**src/rtl/corr_frame_source.sv**
```systemverilog
// corr_frame_source: groups a continuous two-channel complex snapshot stream
// into FRAME_LEN-snapshot frames and presents them, through a small show-ahead
// FIFO, as paired x/y valid/last streams. FIFO overflow is reported (sticky)
// and halts capture instead of corrupting a frame.
module corr_frame_source #(
    parameter int DATA_WIDTH_BITS = 12,
    parameter int FRAME_LEN       = 1024,
    parameter int FIFO_DEPTH      = 16
) (
    input  logic                       i_clk,
    input  logic                       i_reset,
    input  logic                       i_enable,
    input  logic                       i_s_valid,
    input  logic [DATA_WIDTH_BITS-1:0] i_s_x_r,
    input  logic [DATA_WIDTH_BITS-1:0] i_s_x_c,
    input  logic [DATA_WIDTH_BITS-1:0] i_s_y_r,
    input  logic [DATA_WIDTH_BITS-1:0] i_s_y_c,
    input  logic                       i_ready_x,
    input  logic                       i_ready_y,
    output logic                       o_x_valid,
    output logic                       o_y_valid,
    output logic                       o_x_last,
    output logic                       o_y_last,
    output logic [DATA_WIDTH_BITS-1:0] o_x_r,
    output logic [DATA_WIDTH_BITS-1:0] o_x_c,
    output logic [DATA_WIDTH_BITS-1:0] o_y_r,
    output logic [DATA_WIDTH_BITS-1:0] o_y_c,
    output logic                       o_overflow,
    output logic                       o_frame_done,
    output logic [15:0]                o_frame_cnt,
    output logic                       o_busy
);

    localparam int AW = $clog2(FIFO_DEPTH);
    localparam int CW = $clog2(FRAME_LEN);
    localparam int W  = DATA_WIDTH_BITS;
    localparam int EW = 1 + 4 * W;

    typedef enum logic [1:0] {
        ST_IDLE,
        ST_RUN,
        ST_HALT
    } state_t;

    state_t        r_state, w_state_nxt;
    logic [CW-1:0] r_in_cnt, w_in_cnt_nxt;
    logic          r_overflow, w_overflow_nxt;
    logic [15:0]   r_frame_cnt;

    logic [EW-1:0] r_mem [FIFO_DEPTH];
    logic [AW-1:0] r_wr_ptr;
    logic [AW-1:0] r_rd_ptr;
    logic [AW:0]   r_count;

    logic          w_full;
    logic          w_valid;
    logic          w_pop;
    logic          w_wr_en;
    logic          w_wr_last;
    logic [EW-1:0] w_wr_data;
    logic [EW-1:0] w_head;
    logic          w_done;

    // Full is taken from the registered count, so a same-cycle pop never frees room for a write.
    assign w_full    = (r_count == (AW+1)'(FIFO_DEPTH));
    assign w_valid   = (r_count != '0);
    assign w_pop     = w_valid & i_ready_x & i_ready_y;
    assign w_wr_data = {w_wr_last, i_s_x_r, i_s_x_c, i_s_y_r, i_s_y_c};
    // Head is forced to zero while empty so outputs read 0 after reset.
    assign w_head    = w_valid ? r_mem[r_rd_ptr] : '0;
    assign w_done    = w_pop & w_head[EW-1];

    // Capture FSM next-state, write enable, frame position and overflow flag.
    always_comb begin
        w_state_nxt    = r_state;
        w_in_cnt_nxt   = r_in_cnt;
        w_overflow_nxt = r_overflow;
        w_wr_en        = 1'b0;
        w_wr_last      = 1'b0;
        case (r_state)
            ST_IDLE: begin
                if (i_enable) begin
                    w_state_nxt    = ST_RUN;
                    w_in_cnt_nxt   = '0;
                    w_overflow_nxt = 1'b0;
                end
            end
            ST_RUN: begin
                if (i_s_valid && !w_full) begin
                    w_wr_en = 1'b1;
                    if (r_in_cnt == CW'(FRAME_LEN - 1)) begin
                        w_wr_last    = 1'b1;
                        w_in_cnt_nxt = '0;
                        if (!i_enable) begin
                            w_state_nxt = ST_IDLE;
                        end
                    end else begin
                        w_in_cnt_nxt = r_in_cnt + CW'(1);
                    end
                end else if (i_s_valid) begin
                    w_overflow_nxt = 1'b1;
                    w_state_nxt    = ST_HALT;
                end else if (!i_enable && (r_in_cnt == '0)) begin
                    w_state_nxt = ST_IDLE;
                end
            end
            ST_HALT: begin
                if (!i_enable) begin
                    w_state_nxt = ST_IDLE;
                end
            end
            default: begin
                w_state_nxt = ST_IDLE;
            end
        endcase
    end

    // Capture state, frame position and overflow registers.
    always_ff @(posedge i_clk or negedge i_reset) begin
        if (!i_reset) begin
            r_state    <= ST_IDLE;
            r_in_cnt   <= '0;
            r_overflow <= 1'b0;
        end else begin
            r_state    <= w_state_nxt;
            r_in_cnt   <= w_in_cnt_nxt;
            r_overflow <= w_overflow_nxt;
        end
    end

    // FIFO storage; contents need no reset because the head is gated by occupancy.
    always_ff @(posedge i_clk) begin
        if (w_wr_en) begin
            r_mem[r_wr_ptr] <= w_wr_data;
        end
    end

    // FIFO pointers and occupancy; write and pop together leave occupancy unchanged.
    always_ff @(posedge i_clk or negedge i_reset) begin
        if (!i_reset) begin
            r_wr_ptr <= '0;
            r_rd_ptr <= '0;
            r_count  <= '0;
        end else begin
            if (w_wr_en) begin
                r_wr_ptr <= r_wr_ptr + AW'(1);
            end
            if (w_pop) begin
                r_rd_ptr <= r_rd_ptr + AW'(1);
            end
            case ({w_wr_en, w_pop})
                2'b10:   r_count <= r_count + (AW+1)'(1);
                2'b01:   r_count <= r_count - (AW+1)'(1);
                default: r_count <= r_count;
            endcase
        end
    end

    // Count of frames whose last snapshot has been transferred downstream.
    always_ff @(posedge i_clk or negedge i_reset) begin
        if (!i_reset) begin
            r_frame_cnt <= '0;
        end else if (w_done) begin
            r_frame_cnt <= r_frame_cnt + 16'd1;
        end
    end

    assign o_x_valid    = w_valid;
    assign o_y_valid    = w_valid;
    assign o_x_last     = w_head[EW-1];
    assign o_y_last     = w_head[EW-1];
    assign o_x_r        = w_head[4*W-1:3*W];
    assign o_x_c        = w_head[3*W-1:2*W];
    assign o_y_r        = w_head[2*W-1:W];
    assign o_y_c        = w_head[W-1:0];
    assign o_overflow   = r_overflow;
    assign o_frame_done = w_done;
    assign o_frame_cnt  = r_frame_cnt;
    assign o_busy       = (r_state != ST_IDLE) || w_valid;

endmodule
```
**config.mk**
```make
export PLATFORM = sky130hd
export DESIGN_NAME = corr_frame_source
export DESIGN_NICKNAME = d
export VERILOG_FILES = /design/src/rtl/corr_frame_source.sv
export SDC_FILE = /design/constraint.sdc
export NUM_CORES = 1
export LEC_CHECK = 0
export BUFFER_PORTS_ARGS = -buffer_cell sky130_fd_sc_hd__buf_2
export CAP_MARGIN = 30
export CORE_UTILIZATION = 58
export CTS_CLUSTER_SIZE = 16
export DETAILED_ROUTE_END_ITERATION = 10
export PLACE_DENSITY = 0.76
export SLEW_MARGIN = 25
export SYNTH_ARGS = -nofsm -noshare
export SYNTH_HDL_FRONTEND = slang
export SYNTH_SLANG_ARGS = --single-unit
```
**constraint.sdc**
```tcl
create_clock -name i_clk -period 8.95 [get_ports i_clk]
set_clock_uncertainty 0.15 [all_clocks]
set_input_delay 0.895 -clock i_clk [delete_from_list [all_inputs] [get_ports i_clk]]
set_output_delay 0.895 -clock i_clk [all_outputs]
set_load 0.03 [all_outputs]
```
==> impl_metrics.toml <==
[timing]
max_slew_margin_pct = 32.9
setup_slack_ns = 3.98
min_period_ns = 4.97
rsz0062_at_grt = "false"
finalSetupViolations = 0
drv_slew = 0
hold_violations = 0
worstMarginPinSlew_ns = 1.01
hold_ws_ns = 0.121
fmax_mhz = 201
fin_setup_tns_ns = 0
period_share_pct = 55.6

[global_routing]
grt_pass1_wl_mm = 102
grt_pass1_vias = 15735
antenna_found_initial = 2
grt_max_degree = 90
grt_usage_pct = 25.5
grt_overflow = 0

[synthesis]
synthTopCellsByCount = "edfxtp_1, mux4_2, and2_1"
synth_area_leaders = "edfxtp_1, mux4_2, dfrtp_1"
synth.most_common_cell = "edfxtp_1"
synth-edff-count = 784
synth_nets = 1473
synth.avg_cell_area_sq_um = 22.8
synth_top_cell_by_area = "edfxtp_1"
synth-seq-cells = 826
yosysSeqAreaShare_pct = 76.6
synth_area_sq_um = 32100
synth_cell_types = 47
yosys_warnings = 0
synth-main-ff-cell = "edfxtp_1"
synthArstFlopShare_pct = 5.08
syn_inst = 1407
yosys.area.top_type_share_pct = 73.3

[floorplanning]
die_h_um = 237
die_x_um = 237
ios = 125
core_area_sq_um = 54200
die-area_sq_um = 56300
num_rows = 85
initial_core_util_pct = 59.2

[cts]
clock-sinks = 826
htreeDepth = 3
clockBufferDepth = 3
numCtsBuffers = 81
path_clk_slew_ns = 0.06
ctsResizeCount = 0
cts_tree = "yes"
cts_setup_buffers = 0
ctsHoldBuffers = 0
clk-insertion-delay-late_ns = 0.62
root_buffer = "clkbuf_16"

[outcome]
status = "completed"

[layout]
regArea_sq_um = 24600
nFillCells = 3314
drive_above_1_share_pct = 32.9
final_cell_area_sq_um = 36400
multi_input_area_sq_um = 7230
area_growth_pct = 13.4
fin_nets = 1631

[route]
drt-pass1-iter-count = 5
routed_wl_mm = 69.5
wl_per_cell_um = 29.8
num_vias = 15091
ant_nets = 0
drc = 0
drt_iter0_drc = 1502
vias_per_cell = 6.48

[critical_path]
startpoint = "r_rd_ptr[1]"
worstSetupPathType = "reg -> out"
cp.required_ns = 7.91
critPathArrivalTime_ns = 3.93
startpoint_type = "flip-flop"
cp_max_fo = 66
r2r_start = "r_state[1]"
endpoint_kind = "primary output"

[worst_hold_path]
hp-class = "in -> async"

[placement]
place_congestion = 0.783
hpwl_mm = 34.4
place_area_sq_um = 33800
port_buffers = 124
place_worst_setup_slack_ns = 4.59

[pwr]
ir_drop_mv = 0.232
p_leak_nw = 11.8
powerDensity_nw_per_um2 = 320

[job]
cap_violations = 0
[power by group]
group	internal [mW]	switching [mW]
Combinational	1.60	1.95
Clock	1.86	1.41
Sequential	4.55	0.273
Total	8.01	3.64
[worst paths after layout]
check	end	slack (ns)	cells past startpoint
min reg2reg	o_frame_cnt[15]	0.32	1
max reg2reg	r_count[4]	5.03	11
max in group asynchronous	r_rd_ptr[1]	8.08	1
max	o_y_r[6]	3.98	5
min	r_in_cnt[3]	0.12	1
min in group i_clk	o_frame_cnt[15]	0.32	1
[final cells by class]
cell class	count	share of cell area, %
diodes	6	0.0413
clock buffers	98	5.92
clock inverters	48	1.03
inverters	14	0.144
multi-input cells	494	19.9
flip-flops and latches	826	67.6
well taps	696	2.39
repair buffers	148	3.00
[cells by family (layout without fill, tap and decap cells)]
logic type      count (synthesis)  after routing  synth area share, %
flops                         826            826                 76.6
mux                           251            251                 17.2
simple gates                  150            150                 2.60
buf+inv                        87            308                 1.11
compound gates                 52             52                 1.23
xor+xnor                       29             29                0.791
fa+ha+maj                      12             12                0.468
other cells                     0              6                    0
[metrics by stage]
step | power [mW] | cells | utilization, %
final | 11.7 | 2330 | 67.1
after global routing | 12.1 | 2325 | 67.1
after CTS | 11.7 | 2321 | 66.9
after detailed placement | 8.47 | 2175 | 62.3
after global placement | 8.36 | 2163 | 61.7
after floorplan | 7.43 | 1407 | -
[per-layer routing]
layer | up-vias | track usage [%] | routed length (um)
met1 | 8010 | 34.2 | 27000
met4 | 2 | 8.43 | 1960
met3 | 147 | 4.58 | 4440
li1 | 6263 | - | -
met5 | - | 0 | 12
met2 | 669 | 42.8 | 36100
[flip-flops by register name (all words and copies together) (netlist names)]
signal       cells
o_frame_cnt     16
o_overflow       1
r_count          5
r_in_cnt        10
r_mem          784
r_rd_ptr         4
r_state          2
r_wr_ptr         4
[worst max-delay path, cell delays in order (launching register included)]
cell,delay [ns]
dfrtp_4,1.05
buf_4,0.89
mux4_2,0.42
mux4_2,0.50
and2_1,0.22
buf_2,0.19
[placed cells by master (no fill, tap or decap), types with 4 or more instances in the layout]
master,count
edfxtp_1,784
mux4_2,240
buf_2,123
clkbuf_16,84
and2_1,50
dfrtp_1,38
nand2_1,26
xor2_1,18
clkinv_1,18
clkinv_2,17
nand3_1,16
nor2_1,16
o21ai_0,16
clkbuf_1,14
inv_1,12
ha_1,12
xnor2_1,11
buf_16,10
mux2i_1,9
and3_4,8
buf_4,8
buf_12,7
diode_2,6
a21oi_1,6
nand4_1,6
nor2b_1,5
a2111oi_2,5
clkinvlp_4,5
bufinv_16,5
and4_4,4
and2_4,4
a211oi_1,4
o31ai_1,4
a2111oi_1,4
(Power assumes the default switching activity.)
